==> src/rtl/stack_cpu.sv <==
`default_nettype none
// ============================================================================
// Module      : stack_cpu
// Description : Stack-machine core. Fetches 1-word opcodes (plus an optional
//               1-word operand) from program ROM and keeps its operand stack
//               in data RAM. Traps on stack over/underflow and bad opcodes.
// Revision    : 1.0 - initial release
// ============================================================================
module stack_cpu #(
    parameter int DATA_W      = 16,
    parameter int ADDR_W      = 16,
    parameter int STACK_DEPTH = 256,
    parameter int MEM_LAT     = 2
) (
    input  logic              clock,
    input  logic              reset_n,
    output logic [ADDR_W-1:0] rom_addr,
    input  logic [DATA_W-1:0] rom_q,
    output logic [ADDR_W-1:0] ram_addr,
    output logic [DATA_W-1:0] ram_wdata,
    output logic              ram_wren,
    input  logic [DATA_W-1:0] ram_q,
    output logic [ADDR_W-1:0] pc,
    output logic [ADDR_W-1:0] sp,
    output logic [3:0]        state,
    output logic              halted,
    output logic              error,
    output logic [1:0]        err_code
);

    localparam logic [3:0] c_ST_FETCH  = 4'd0;
    localparam logic [3:0] c_ST_DECODE = 4'd1;
    localparam logic [3:0] c_ST_OPND   = 4'd2;
    localparam logic [3:0] c_ST_RD     = 4'd3;
    localparam logic [3:0] c_ST_WB     = 4'd4;
    localparam logic [3:0] c_ST_HALT   = 4'd5;
    localparam logic [3:0] c_ST_ERROR  = 4'd6;

    localparam logic [DATA_W-1:0] c_OP_NOP  = DATA_W'(16'h0000);
    localparam logic [DATA_W-1:0] c_OP_IMM  = DATA_W'(16'h0002);
    localparam logic [DATA_W-1:0] c_OP_JMP  = DATA_W'(16'h1000);
    localparam logic [DATA_W-1:0] c_OP_JZ   = DATA_W'(16'h1001);
    localparam logic [DATA_W-1:0] c_OP_ADD  = DATA_W'(16'h2000);
    localparam logic [DATA_W-1:0] c_OP_SUB  = DATA_W'(16'h2001);
    localparam logic [DATA_W-1:0] c_OP_AND  = DATA_W'(16'h2002);
    localparam logic [DATA_W-1:0] c_OP_OR   = DATA_W'(16'h2003);
    localparam logic [DATA_W-1:0] c_OP_DUP  = DATA_W'(16'h3000);
    localparam logic [DATA_W-1:0] c_OP_DROP = DATA_W'(16'h3001);
    localparam logic [DATA_W-1:0] c_OP_HALT = DATA_W'(16'hFFFF);

    // Latched instruction kind; bit 2 set marks the binary ALU ops, whose
    // low bits mirror the opcode's low bits.
    localparam logic [2:0] c_K_IMM = 3'd0;
    localparam logic [2:0] c_K_JMP = 3'd1;
    localparam logic [2:0] c_K_JZ  = 3'd2;
    localparam logic [2:0] c_K_DUP = 3'd3;
    localparam logic [2:0] c_K_ADD = 3'd4;
    localparam logic [2:0] c_K_SUB = 3'd5;
    localparam logic [2:0] c_K_AND = 3'd6;
    localparam logic [2:0] c_K_OR  = 3'd7;

    localparam logic [1:0] c_ERR_ILLEGAL = 2'd1;
    localparam logic [1:0] c_ERR_OVER    = 2'd2;
    localparam logic [1:0] c_ERR_UNDER   = 2'd3;

    localparam int                 c_CNT_W    = $clog2(MEM_LAT + 1);
    localparam logic [c_CNT_W-1:0] c_CNT_LAST = c_CNT_W'(MEM_LAT - 1);
    localparam logic [c_CNT_W-1:0] c_CNT_FULL = c_CNT_W'(MEM_LAT);
    localparam logic [ADDR_W-1:0]  c_DEPTH    = ADDR_W'(STACK_DEPTH);
    localparam logic [ADDR_W-1:0]  c_ONE      = ADDR_W'(1);
    localparam logic [ADDR_W-1:0]  c_TWO      = ADDR_W'(2);

    logic [3:0]         r_state, w_state_nxt;
    logic [ADDR_W-1:0]  r_pc, w_pc_nxt;
    logic [ADDR_W-1:0]  r_sp, w_sp_nxt;
    logic [c_CNT_W-1:0] r_cnt, w_cnt_nxt;
    logic [2:0]         r_op, w_op_nxt;
    logic [DATA_W-1:0]  r_a, w_a_nxt;
    logic [1:0]         r_err, w_err_nxt;
    logic [DATA_W-1:0]  w_alu;
    logic               w_is_bin;

    assign w_is_bin = r_op[2];
    assign pc       = r_pc;
    assign sp       = r_sp;
    assign state    = r_state;
    assign halted   = (r_state == c_ST_HALT);
    assign error    = (r_state == c_ST_ERROR);
    assign err_code = r_err;

    // State and datapath registers; reset may land mid-instruction.
    always_ff @(posedge clock or negedge reset_n) begin
        if (!reset_n) begin
            r_state <= c_ST_FETCH;
            r_pc    <= '0;
            r_sp    <= '0;
            r_cnt   <= '0;
            r_op    <= c_K_IMM;
            r_a     <= '0;
            r_err   <= '0;
        end else begin
            r_state <= w_state_nxt;
            r_pc    <= w_pc_nxt;
            r_sp    <= w_sp_nxt;
            r_cnt   <= w_cnt_nxt;
            r_op    <= w_op_nxt;
            r_a     <= w_a_nxt;
            r_err   <= w_err_nxt;
        end
    end

    // ALU: b arrives on ram_q during WB, a was captured one cycle earlier.
    always_comb begin
        w_alu = '0;
        case (r_op)
            c_K_ADD: w_alu = ram_q + r_a;
            c_K_SUB: w_alu = ram_q - r_a;
            c_K_AND: w_alu = ram_q & r_a;
            c_K_OR:  w_alu = ram_q | r_a;
            default: w_alu = '0;
        endcase
    end

    // Next-state, memory addressing and write strobe.
    always_comb begin
        w_state_nxt = r_state;
        w_pc_nxt    = r_pc;
        w_sp_nxt    = r_sp;
        w_cnt_nxt   = r_cnt;
        w_op_nxt    = r_op;
        w_a_nxt     = r_a;
        w_err_nxt   = r_err;
        rom_addr    = r_pc;
        ram_addr    = '0;
        ram_wdata   = '0;
        ram_wren    = 1'b0;
        case (r_state)
            c_ST_FETCH: begin
                if (r_cnt == c_CNT_LAST) begin
                    w_cnt_nxt   = '0;
                    w_state_nxt = c_ST_DECODE;
                end else begin
                    w_cnt_nxt = r_cnt + 1'b1;
                end
            end
            c_ST_DECODE: begin
                w_cnt_nxt = '0;
                case (rom_q)
                    c_OP_NOP: begin
                        w_pc_nxt    = r_pc + c_ONE;
                        w_state_nxt = c_ST_FETCH;
                    end
                    c_OP_IMM: begin
                        if (r_sp == c_DEPTH) begin
                            w_state_nxt = c_ST_ERROR;
                            w_err_nxt   = c_ERR_OVER;
                        end else begin
                            w_op_nxt    = c_K_IMM;
                            w_state_nxt = c_ST_OPND;
                        end
                    end
                    c_OP_JMP: begin
                        w_op_nxt    = c_K_JMP;
                        w_state_nxt = c_ST_OPND;
                    end
                    c_OP_JZ: begin
                        if (r_sp == '0) begin
                            w_state_nxt = c_ST_ERROR;
                            w_err_nxt   = c_ERR_UNDER;
                        end else begin
                            w_op_nxt    = c_K_JZ;
                            w_state_nxt = c_ST_OPND;
                        end
                    end
                    c_OP_ADD, c_OP_SUB, c_OP_AND, c_OP_OR: begin
                        if (r_sp < c_TWO) begin
                            w_state_nxt = c_ST_ERROR;
                            w_err_nxt   = c_ERR_UNDER;
                        end else begin
                            w_op_nxt    = {1'b1, rom_q[1:0]};
                            w_state_nxt = c_ST_RD;
                        end
                    end
                    c_OP_DUP: begin
                        if (r_sp == '0) begin
                            w_state_nxt = c_ST_ERROR;
                            w_err_nxt   = c_ERR_UNDER;
                        end else if (r_sp == c_DEPTH) begin
                            w_state_nxt = c_ST_ERROR;
                            w_err_nxt   = c_ERR_OVER;
                        end else begin
                            w_op_nxt    = c_K_DUP;
                            w_state_nxt = c_ST_RD;
                        end
                    end
                    c_OP_DROP: begin
                        if (r_sp == '0) begin
                            w_state_nxt = c_ST_ERROR;
                            w_err_nxt   = c_ERR_UNDER;
                        end else begin
                            w_sp_nxt    = r_sp - c_ONE;
                            w_pc_nxt    = r_pc + c_ONE;
                            w_state_nxt = c_ST_FETCH;
                        end
                    end
                    c_OP_HALT: w_state_nxt = c_ST_HALT;
                    default: begin
                        w_state_nxt = c_ST_ERROR;
                        w_err_nxt   = c_ERR_ILLEGAL;
                    end
                endcase
            end
            c_ST_OPND: begin
                // JZ reads its condition alongside the ROM operand.
                rom_addr = r_pc + c_ONE;
                if (r_op == c_K_JZ) begin
                    ram_addr = r_sp - c_ONE;
                end
                if (r_cnt == c_CNT_LAST) begin
                    w_cnt_nxt   = '0;
                    w_state_nxt = c_ST_WB;
                end else begin
                    w_cnt_nxt = r_cnt + 1'b1;
                end
            end
            c_ST_RD: begin
                // Binary ops issue a then b on consecutive cycles; a lands
                // MEM_LAT cycles after issue and is held for the ALU.
                ram_addr = (w_is_bin && r_cnt != '0) ? (r_sp - c_TWO) : (r_sp - c_ONE);
                if (w_is_bin && r_cnt == c_CNT_FULL) begin
                    w_a_nxt = ram_q;
                end
                if (r_cnt == (w_is_bin ? c_CNT_FULL : c_CNT_LAST)) begin
                    w_cnt_nxt   = '0;
                    w_state_nxt = c_ST_WB;
                end else begin
                    w_cnt_nxt = r_cnt + 1'b1;
                end
            end
            c_ST_WB: begin
                rom_addr    = r_pc + c_ONE;
                w_state_nxt = c_ST_FETCH;
                case (r_op)
                    c_K_IMM: begin
                        ram_wren  = 1'b1;
                        ram_addr  = r_sp;
                        ram_wdata = rom_q;
                        w_sp_nxt  = r_sp + c_ONE;
                        w_pc_nxt  = r_pc + c_TWO;
                    end
                    c_K_JMP: w_pc_nxt = ADDR_W'(rom_q);
                    c_K_JZ: begin
                        w_pc_nxt = (ram_q == '0) ? ADDR_W'(rom_q) : (r_pc + c_TWO);
                        w_sp_nxt = r_sp - c_ONE;
                    end
                    c_K_DUP: begin
                        ram_wren  = 1'b1;
                        ram_addr  = r_sp;
                        ram_wdata = ram_q;
                        w_sp_nxt  = r_sp + c_ONE;
                        w_pc_nxt  = r_pc + c_ONE;
                    end
                    default: begin
                        ram_wren  = 1'b1;
                        ram_addr  = r_sp - c_TWO;
                        ram_wdata = w_alu;
                        w_sp_nxt  = r_sp - c_ONE;
                        w_pc_nxt  = r_pc + c_ONE;
                    end
                endcase
            end
            default: begin
                w_state_nxt = r_state;
            end
        endcase
    end

endmodule
`default_nettype wire

==> config.mk <==
export PLATFORM = sky130hd
export DESIGN_NAME = stack_cpu
export DESIGN_NICKNAME = d
export VERILOG_FILES = /design/src/rtl/stack_cpu.sv
export SDC_FILE = /design/constraint.sdc
export NUM_CORES = 1
export LEC_CHECK = 0
export BUFFER_PORTS_ARGS = -buffer_cell sky130_fd_sc_hd__buf_2
export CELL_PAD_IN_SITES_DETAIL_PLACEMENT = 0
export CELL_PAD_IN_SITES_GLOBAL_PLACEMENT = 2
export CORE_UTILIZATION = 30
export DETAILED_ROUTE_END_ITERATION = 16
export MAX_ROUTING_LAYER = met4
export PLACE_DENSITY_LB_ADDON = 0.1
export SYNTH_ARGS = -nofsm -noshare
export SYNTH_HDL_FRONTEND = slang
export SYNTH_SLANG_ARGS = --single-unit
==> constraint.sdc <==
create_clock -name clock -period 4.3 [get_ports clock]
set_input_delay 0.86 -clock clock [delete_from_list [all_inputs] [get_ports clock]]
set_output_delay 0.86 -clock clock [all_outputs]
set_load 0.05 [all_outputs]
* Word-level counts from Yosys, hierarchy flattened *
Cells that the tools add are included.

operators by class
  add/sub/neg operators = 8
  $lt $le $gt $ge = 1
  equal/unequal tests = 42
  multiplexer cells = 45
  bitwise logic cells = 3
  reductions and logical operators = 25

operators by type and width
  cell                                                                            number
  16-bit case mux with 2 select lines                                             5
  16-bit case mux with 3 select lines                                             3
  16-bit two-way mux                                                              8
  16-bit by 14-bit == test with 1-bit output (second input constant)              6
  16-bit case mux with 4 select lines                                             1
  16-bit logical NOT                                                              3
  3-bit two-way mux                                                               11
  16-bit by 1-bit adder with 16-bit output (second input constant)                2
  16-bit by 13-bit == test with 1-bit output (second input constant)              2
  2-bit inequality test (second input constant)                                   12
  3-bit case mux with 8 select lines                                              1
  4-bit case mux with 5 select lines                                              1
  16-bit adder                                                                    1
  16-bit by 2-bit adder with 16-bit output (second input constant)                1
  16-bit AND                                                                      1
  16-bit == test (second input constant)                                          1
  16-bit by 2-bit == test with 1-bit output (second input constant)               1
  16-bit by 9-bit == test with 1-bit output (second input constant)               1
  16-bit by 2-bit less-than comparator with 1-bit output (second input constant)  1
  16-bit OR                                                                       1
  16-bit by 1-bit subtractor with 16-bit output (second input constant)           1
  16-bit subtractor                                                               1
  16-bit by 2-bit subtractor with 16-bit output (second input constant)           1
  3-bit case mux with 5 select lines                                              1
  other kinds (32)                                                                57

word-level totals
  flip-flop bits (word level) = 59
  bits of input ports = 34
  output and inout bits = 89
  logic and storage cells = 131

* Longest topological paths before layout *
Gate-level depths: netlist of run 1.

  word-level depth = 5
  depth in mapped cells = 15
  depth with buffers taken out = 14

* Worst setup path after synthesis of run 1 *
OpenSTA, ideal clock, no wires.

  path kind = register to output
  from = register r_op[2]
  to = output ram_wdata[10]
  arrival time = 5.427 ns
  required time = 3.440 ns
  path slack = -1.987 ns
  cell stages (with the launch flop) = 14
  path buffers = 1
  cells stage by stage = dfrtp_1 buf_2 clkinv_1 nor2_1 nand2_1 nand2_1 o21ai_0 fa_1 nand2b_1 a21oi_1 nor3_1 o31ai_1 xnor2_1 a2111oi_0

on the way
  word-level cells in the longest chain between the ends = 4
  elaborated cells on any way between the ends = 12
  classes of those cells = 7 x eq/ne; 3 x mux; 2 x reduce/logical

RTL lines
  what                                                                              line  text
  start, declared                                                                   77    logic [2:0] r_op, w_op_nxt;
  start signal, assigned                                                            98    r_op <= c_K_IMM;
  start signal, assigned                                                            106   r_op <= w_op_nxt;
  3-bit == test, or another cell as far along                                       115   case (r_op)
  16-bit case mux with 4 select lines / 2-bit OR reduction (equally long branches)  -
  16-bit case mux with 3 select lines (*)                                           243   case (r_op)
  16-bit two-way mux (*)                                                            137   case (r_state)
  end, declared                                                                     20    output logic [DATA_W-1:0] ram_wdata,

Mark *: on every way between the ends. The rest lies on a longest branch, timed or not.

* Worst setup path after layout of run 1 *
  from = register r_a[6]
  to = output ram_wdata[15]

on the way
  word-level cells in the longest chain between the ends = 4
  elaborated cells on any way between the ends = 5
  classes of those cells = 2 x add/sub; 3 x mux

RTL lines
  what                                                      line      text
  start, declared                                           78        logic [DATA_W-1:0] r_a, w_a_nxt;
  start signal, assigned                                    107       r_a <= w_a_nxt;
  16-bit subtractor / 16-bit adder (equally long branches)  117, 116
  16-bit case mux with 4 select lines (*)                   115
  16-bit case mux with 3 select lines (*)                   243
  16-bit two-way mux (*)                                    137

Marked as above.

==> flow_summary.yaml, run 1 <==
yosys:
  yosys.area_share.adder: 0.0722
  synth.most_common_cell: "nand2_1"
  synth-xor-area-share: 0.0789
  synth_edf_count: 0
  async_flop_share: 1.00
  synth_area_leaders: "dfrtp_1 22%, ha_1 5.5%, o21ai_0 5.5%, nand2_1 5.4%, nor2_1 4.8%"
  yosysTopAreaCellShare: 0.222
  synth_mux_area_frac: 0.0405
  synth.cell_area_um2: 6550
  synth_top_family_by_area: "compound AO/OA/AOI/OAI gates"
  yosysWarnings: 0
  synthTopCellsByCount: "95 x nand2_1, 83 x nor2_1, 72 x o21ai_0"
  ys_types: 86
  synth_top_flop_cell: "dfrtp_1"
  yosys.area_share.simple: 0.244
  syn-num-nets: 921
  syn_inst: 857
  syn_area_per_cell_um2: 7.64
  ys_seq_area_frac: 0.222
  yosys.area.top_type: "dfrtp_1"
  synth-compound-area-share: 0.273
  synth_seq_cells: 58
power_and_ir_drop:
  power.density_nw_per_um2: 531
  pwr-share-seq: 0.231
  intPower_w: 0.00193
  swShare: 0.561
  p_leak_nw: 3.62
  p_total_w: 0.00439
  clkPwrFrac: 0.184
  pwr-share-comb: 0.585
  ir_drop_mv: 0.445
  p_switching_w: 0.00246
critical_path:
  arrival_ns: 3.55
  crit_fanout: 3
  endpoint_kind: "output port"
  cp-start-kind: "flip-flop"
  cp.required_ns: 3.44
  critical_path_class: "reg -> out"
  reg2reg_setup_slack_ns: 1.02
timing:
  finalClockSkew_ns: 0.00622
  drv_slew: 0
  setup_tns_ns: -0.326
  rsz0062_at_grt: "true"
  layout_min_cycle_time_ns: 4.41
  slew_headroom: 0.294
  whs_ns: 0.512
  finalHoldViolations: 0
  worst_slack_ns: -0.111
  worstMarginPinSlew_ns: 1.05
  max_freq_ghz: 0.227
  timing.final.setup_violations: 5
  finalCritPeriodShare: 1.03
route:
  drt_iter0_markers: 432
  viasPerCell: 5.70
  antenna_left: 0
  wirelength_um: 26000
  vias: 7214
  wire_per_inst_um: 20.5
  firstDrtPassIters: 5
  drc: 0
die:
  die_y_um: 150
  die-area_um2: 22400
  initial_core_util: 0.309
  fp.dieW_um: 150
  coreArea_um2: 21200
  pin_count: 123
  rows: 53
place:
  placed_cell_area_um2: 7620
  io_buffers: 121
  dp_hpwl_um: 19300
  preCtsSetupSlack_ns: -0.191
  gp_congestion: 0.898
run:
  drv_cap: 0
final_layout:
  design_area_um2: 8270
  fill_cells: 2258
  n_antenna_cell: 0
  layout.nets: 1049
  synthToLayoutAreaGrowth_pct: 26.2
  drive_gt1_frac: 0.286
clock_tree:
  cts_root_buffer: "clkbuf_16"
  htree_levels: 3
  path_clk_slew_ns: 0.06
  clockBufferDepth: 2
  clock-sinks: 58
  clock_latency_ns: 0.34
  cts_tree: "built"
  cts_buffers: 9
global_routing:
  grt_overflow_total: 0
  grt_max_degree: 36
  grt_use_total: 0.242
  grt_pass1_wl_um: 40600
  antenna_found_initial: 0
  grt_pass1_vias: 6835
outcome:
  violations: "setup timing"
  status: "finished with violations"
min_path:
  min_path_type: "reg -> reg"
==> repair_timing <==
action / CTS / global route
gates resized for setup: 48 / 27
endpoints found under the hold margin: 0 / 0
buffers inserted: 2 / 2
hold buffers: 0 / 0
pin swaps: 14 / 10
setup endpoints to repair: 10 / 11
==> placed cells by master, fill, tap and decap left out, drive strengths merged, types with 5 or more instances in the layout <==
cell	count
maj3	9
buf	181
ha	29
a221oi	16
nand2	95
and3	9
dfrtp	58
a211oi	16
a31oi	18
nor2b	5
nand2b	10
a21o	6
mux2	20
a22o	6
nand4	14
o21ai	75
o21a	8
o22ai	8
inv	16
nor4	17
nor3b	6
o221ai	5
xnor2	34
o31ai	9
nor2	83
nand3	27
nor3	25
and2	5
clkbuf	10
o211ai	10
or3	7
a21oi	63
xor2	25
==> per-layer routing <==
layer / routed length, um / GRT usage
met1: 12700 / 0.342
met2: 11900 / 0.368
met3: 1210 / 0.0314
met4: 204 / 0.0434
met5: 0 / -
==> worst max-delay path, stage by stage (launching register included) <==
cell      delay [ns]
dfrtp_1         0.38
or4_4           0.58
nand2b_4        0.18
o31ai_4         0.27
xor2_1          0.18
ha_1            0.28
o21ai_1         0.13
nand2b_1        0.08
a22oi_2         0.16
a21boi_2        0.10
a311oi_2        0.31
xnor2_2         0.11
a211oi_4        0.24
buf_6           0.19
==> registers in the layout, summed over array words and instances (netlist names) <==
register	flops
pc	16
r_a	16
sp	16
r_op	3
state	3
err_code	2
r_cnt	2
==> area by class of cell <==
cell class / count / area (um^2) / area share
flip-flops and latches: 58 / 1450 / 0.176
multi-input cells: 719 / 4960 / 0.601
clock inverters: 6 / 80.1 / 0.00969
clock buffers: 10 / 239 / 0.0289
inverters: 16 / 62.6 / 0.00757
well taps: 275 / 344 / 0.0416
repair buffers: 181 / 1120 / 0.136
==> final timing paths <==
| kind | from | endpoint | depth (start not counted) |
|---|---|---|---|
| max | r_a[6] | ram_wdata[15] | 13 |
| min | err_code[1] | err_code[1] | 1 |
| max reg2reg | state[2] | pc[15] | 7 |
| min reg2reg | err_code[1] | err_code[1] | 1 |
| max in group asynchronous | reset_n | sp[14] | 2 |
| min in group asynchronous | reset_n | r_a[7] | 1 |
==> cells by family after synthesis <==
| family | Yosys count |
|---|---|
| adders and majority gates | 39 |
| other | 1 |
| and+or+nand+nor | 322 |
| buffers and inverters | 80 |
| muxes | 24 |
| AOI/OAI and AO/OA | 274 |
| xor gates and xnor gates | 59 |
| DFF | 58 |
==> power by group through the flow <==
stage	clock (W)	sequential, W	combinational (W)
2_1_floorplan	0	0.00125	0.00173
3_3_place_gp	0	0.00102	0.00255
3_5_place_dp	0	0.00103	0.00256
4_1_cts	0.000826	0.00102	0.00257
5_1_grt	0.000846	0.00106	0.00276
6_report	0.000808	0.00102	0.00257
==> through the flow <==
stage | utilization | std cells
final | 0.390 | 1265
after global routing | 0.390 | 1265
after CTS | 0.385 | 1263
after detailed placement | 0.359 | 1245
after global placement | 0.359 | 1245
after floorplan | - | 857
Power figures use the tool's default switching activity.
==> run 2, diff against run 1 <==
--- a/config.mk
+++ b/config.mk
@@ -8,6 +8,7 @@
 export BUFFER_PORTS_ARGS = -buffer_cell sky130_fd_sc_hd__buf_2
 export CELL_PAD_IN_SITES_DETAIL_PLACEMENT = 0
 export CELL_PAD_IN_SITES_GLOBAL_PLACEMENT = 2
+export CORE_ASPECT_RATIO = 1.2
 export CORE_UTILIZATION = 30
 export DETAILED_ROUTE_END_ITERATION = 16
 export MAX_ROUTING_LAYER = met4
==> flow_summary.yaml, run 2 (synthesis gave the netlist of run 1 again) <==
power_and_ir_drop:
  ir_drop_mv: 0.310
  p_leak_nw: 3.54
  power.density_nw_per_um2: 536
run:
  drv_cap: 0
route:
  viasPerCell: 5.73
  wirelength_um: 26200
  wire_per_inst_um: 20.9
  vias: 7179
  antenna_left: 0
  firstDrtPassIters: 7
  drt_iter0_markers: 441
  drc: 0
critical_path:
  arrival_ns: 3.54
  slowest_stage: "or4_4"
  r2r_start: "state[2]"
  critical_path_class: "reg -> out"
  crit_fanout: 3
  worst_path_largest_cell_delay_ns: 0.58
  path_cells: "or4_4 > nand2b_4 > o31ai_4 > xor2_1 > ha_1 > buf_4 > buf_4 > nand2_1 > o31ai_2 > buf_4 > xnor2_1 > a2111oi_4 > buf_6"
  cpMostUsedCell: "buf_4"
  cp.required_ns: 3.44
  reg2regPathDepth: 7
  cp-start-kind: "flip-flop"
  crit_start: "r_a[6]"
  endpoint_kind: "output port"
min_path:
  whs_path_depth: 1
  min_path_type: "reg -> reg"
  hold_start: "err_code[1]"
final_layout:
  drive_gt1_frac: 0.277
  final_cell_mix: "112 x buf_2, 91 x nand2_1, 81 x nor2_1"
  design_area_um2: 8090
  layout.nets: 1043
  synthToLayoutAreaGrowth_pct: 23.5
  post-route-util: 0.382
  final_common_cell: "buf_2"
  n_antenna_cell: 0
place:
  dp_hpwl_um: 19500
  placed_cell_area_um2: 7560
  gp_congestion: 0.885
  io_buffers: 121
timing:
  worstMarginPinSlew_ns: 0.957
  layout_min_cycle_time_ns: 4.40
  finalCritPeriodShare: 1.02
  finalClockSkew_ns: 0.00919
  worst_slack_ns: -0.0968
  drv_slew: 0
  slew_headroom: 0.357
  rsz0062_at_grt: "true"
  finalHoldViolations: 0
  setup_tns_ns: -0.341
  whs_ns: 0.494
  timing.final.setup_violations: 6
  max_freq_ghz: 0.227
die:
  fp.dieW_um: 137
  coreArea_um2: 21200
  initial_core_util: 0.309
  pin_count: 123
  rows: 58
  die_y_um: 164
  die-area_um2: 22400
outcome:
  status: "finished with violations"
  violations: "setup timing"
clock_tree:
  cts_root_buffer: "clkbuf_16"
  htree_levels: 3
  ctsHoldBuffers: 0
  cts_tree: "built"
  clock_latency_ns: 0.34
  cts_buffers: 9
  clockBufferDepth: 2
  clock-sinks: 58
  path_clk_slew_ns: 0.05
global_routing:
  antenna_found_initial: 0
  grt_pass1_wl_um: 40300
  grt_overflow_total: 0
  grt_use_total: 0.243
  grt_pass1_vias: 7091
  grt_max_degree: 59
-- run 2: changes by cell type in the layout (fill, tap and decap cells not counted), moves of 2 or more --
cell | previous run | this run
buf_4 | 60 | 54
nor3_2 | 1 | 6
nor3_4 | 4 | 0
buf_6 | 11 | 8
a21oi_2 | 6 | 8
buf_2 | 110 | 112
clkbuf_1 | 0 | 2
o31ai_2 | 0 | 2
-- run 2: final timing paths --
kind | end | slack (ns)
max in group asynchronous | sp[8] | 3.01
min in group asynchronous | r_a[8] | 0.70
hold / removal | err_code[1] | 0.49
setup / recovery | ram_wdata[10] | -0.1
setup reg to reg | pc[15] | 1.27
hold reg to reg | err_code[1] | 0.49
-- run 2: repair_timing --
item                                    CTS  global route
endpoints found under the setup margin   10            11
pin swaps                                 7             2
buffers inserted                          1             4
gates resized for setup                  35            23
-- run 2: layout make-up --
class | count | area [um^2]
flip-flops and latches | 58 | 1450
multi-input cells | 719 | 4890
well taps | 270 | 338
clock buffers | 12 | 246
clock inverters | 3 | 40.0
repair buffers | 175 | 1060
inverters | 16 | 61.3
fillers | 2255 | 13100
-- run 2: report_power, final --
part           total (W)  switching, W  internal [W]
registers        0.00101      0.000329      0.000678
logic            0.00259       0.00185      0.000737
clock network   0.000739      0.000279      0.000460
total            0.00433       0.00246       0.00187
-- run 2: stage by stage --
| step | setup slack, ns | std cells | total power, W |
|---|---|---|---|
| floorplan | 0.0150 | 857 | 0.00298 |
| global placement | 0.0358 | 1233 | 0.00360 |
| detailed placement | -0.0340 | 1233 | 0.00361 |
| CTS | -0.0514 | 1249 | 0.00437 |
| global route | -0.243 | 1253 | 0.00461 |
| finish | -0.0968 | 1253 | 0.00433 |
-- run 2: per-layer routing --
metal / up-vias / part of all wire / global-route usage
li1: 3422 / - / -
met1: 3495 / 0.43 / 0.293
met2: 218 / 0.49 / 0.414
met3: 44 / 0.045 / 0.0299
met4: 0 / 0.027 / 0.0864
met5: - / 0 / -
-- run 2: worst max-delay path, delay by kind of cell (launching register included) --
kind	cells	cell delay [ns]
simple gates	3	0.82
buf+inv	4	0.63
flops	1	0.37
xor+xnor	2	0.20
fa+ha+maj	1	0.31
compound gates	3	0.87
==> run 3, diff against run 2 <==
==> constraint.sdc (replaced) <==
create_clock -name clock -period 4.3 [get_ports clock]
set_input_delay 0.86 -clock clock [delete_from_list [all_inputs] [get_ports clock]]
set_output_delay 0.86 -clock clock [all_outputs]
set_load 0.1 [all_outputs]
==> flow_summary.yaml, run 3 (synthesis gave the netlist of run 1 again) <==
outcome:
  status: "finished with violations"
  violations: "setup timing"
final_layout:
  fill_cells: 2190
  final_common_cell: "buf_2"
  regArea_um2: 1450
  layout.nets: 1037
  drive_gt1_frac: 0.299
  multi_input_comb_area_um2: 5160
  final_cells: 1249
  final_cell_mix: "95 x buf_2, 92 x nand2_1, 81 x nor2_1"
  synthToLayoutAreaGrowth_pct: 32.2
die:
  initial_core_util: 0.309
  rows: 58
  pin_count: 123
  coreArea_um2: 21200
  fp.dieW_um: 137
  die-area_um2: 22400
  die_y_um: 164
clock_tree:
  clock-sinks: 58
  cts_tree: "built"
  cts_buffers: 9
  clockBufferDepth: 2
  path_clk_slew_ns: 0.05
  clock_latency_ns: 0.34
  htree_levels: 3
  ctsHoldBuffers: 0
  cts_root_buffer: "clkbuf_16"
place:
  dp_cells: 1223
  io_buffers: 121
  preCtsSetupSlack_ns: 0.0385
  dp_hpwl_um: 19300
  gp_congestion: 0.857
route:
  wire_per_inst_um: 20.7
  drt_iter0_markers: 398
  drc: 0
  firstDrtPassIters: 5
  viasPerCell: 5.76
  wirelength_um: 25800
  vias: 7194
  antenna_left: 0
critical_path:
  crit_start: "r_a[6]"
  crit_fanout: 4
  arrival_ns: 3.64
  cp-start-kind: "flip-flop"
  cp.required_ns: 3.44
  reg2reg_setup_slack_ns: 1.25
  r2r_start: "sp[1]"
  critical_path_class: "reg -> out"
  endpoint_kind: "output port"
power_and_ir_drop:
  power.density_nw_per_um2: 624
  swShare: 0.635
  pwr-share-seq: 0.190
  ir_drop_mv: 0.527
  p_switching_w: 0.00343
  intPower_w: 0.00197
  clkPwrFrac: 0.129
  p_leak_nw: 3.67
  pwr-share-comb: 0.681
global_routing:
  grt_pass1_wl_um: 40400
  grt_overflow_total: 0
  antenna_found_initial: 1
  grt_use_total: 0.243
  grt_max_degree: 36
  grt_pass1_vias: 7121
timing:
  worst_slack_ns: -0.198
  drv_slew: 0
  worstMarginPinSlew_ns: 1.18
  rsz0062_at_grt: "true"
  slew_headroom: 0.211
  finalCritPeriodShare: 1.05
  layout_min_cycle_time_ns: 4.50
  timing.final.setup_violations: 5
  finalHoldViolations: 0
  finalClockSkew_ns: 0.00657
  max_freq_ghz: 0.222
min_path:
  min_path_type: "reg -> reg"
  hold_start: "err_code[1]"
run:
  drv_cap: 0
## run 3: path summary, 6_finish.rpt
path	to	cells past startpoint
max reg2reg	pc[5]	8
min in group asynchronous	sp[15]	1
max	ram_wdata[13]	14
min	err_code[1]	1
max in group asynchronous	pc[1]	2
min reg2reg	err_code[1]	1
## run 3: final cells by class
type	count	share of cell area
sequential	58	0.168
tap	270	0.0390
antenna	1	0.000289
clock inverter	2	0.00116
timing repair buffer	169	0.157
inverter	16	0.00722
clock buffer	14	0.0316
multi-input combinational	719	0.596
## run 3: power groups by stage
stage | Combinational (W) | Clock, W | Sequential, W
3_5_place_dp | 0.00368 | 0 | 0.00104
2_1_floorplan | 0.00223 | 0 | 0.00172
3_3_place_gp | 0.00367 | 0 | 0.00102
4_1_cts | 0.00369 | 0.000717 | 0.00103
6_report | 0.00368 | 0.000700 | 0.00102
5_1_grt | 0.00389 | 0.000742 | 0.00106
## run 3: worst max-delay path, cell delays in order (launching register included)
cell and delay [ns]:
dfrtp_1 0.38, or4_4 0.58, nand2b_4 0.18, o31ai_4 0.17
xor2_1 0.18, ha_1 0.31, o21ai_1 0.15, nand2b_1 0.09
a22oi_2 0.23, a21boi_4 0.10, buf_6 0.14, nor3_2 0.15
mux2i_1 0.35, a21oi_4 0.11, buf_12 0.17
## run 3: stage by stage
stage	area, um^2	TNS, ns	power, W	hold WS (ns)	util
finish	8660	-0.701	0.00540	0.514	0.409
global route	8660	-1.58	0.00570	0.552	0.409
CTS	8530	-0.686	0.00544	0.529	0.403
detailed placement	8140	0	0.00471	0.513	0.384
global placement	8140	0	0.00469	0.511	0.384
floorplan	6910	-0.885	0.00395	0.512	-
## run 3: repair_timing
item	4_1_cts	5_1_grt
endpoints found under the setup margin	6	11
pin swaps	12	14
gates resized for setup	11	23
buffers inserted	7	2
## run 3: routing by layer
metal | vias up | wire, um | track usage
met5 | - | 0 | -
met3 | 51 | 1030 | 0.0355
li1 | 3414 | - | -
met1 | 3528 | 11000 | 0.285
met4 | 0 | 760 | 0.0884
met2 | 201 | 13100 | 0.418
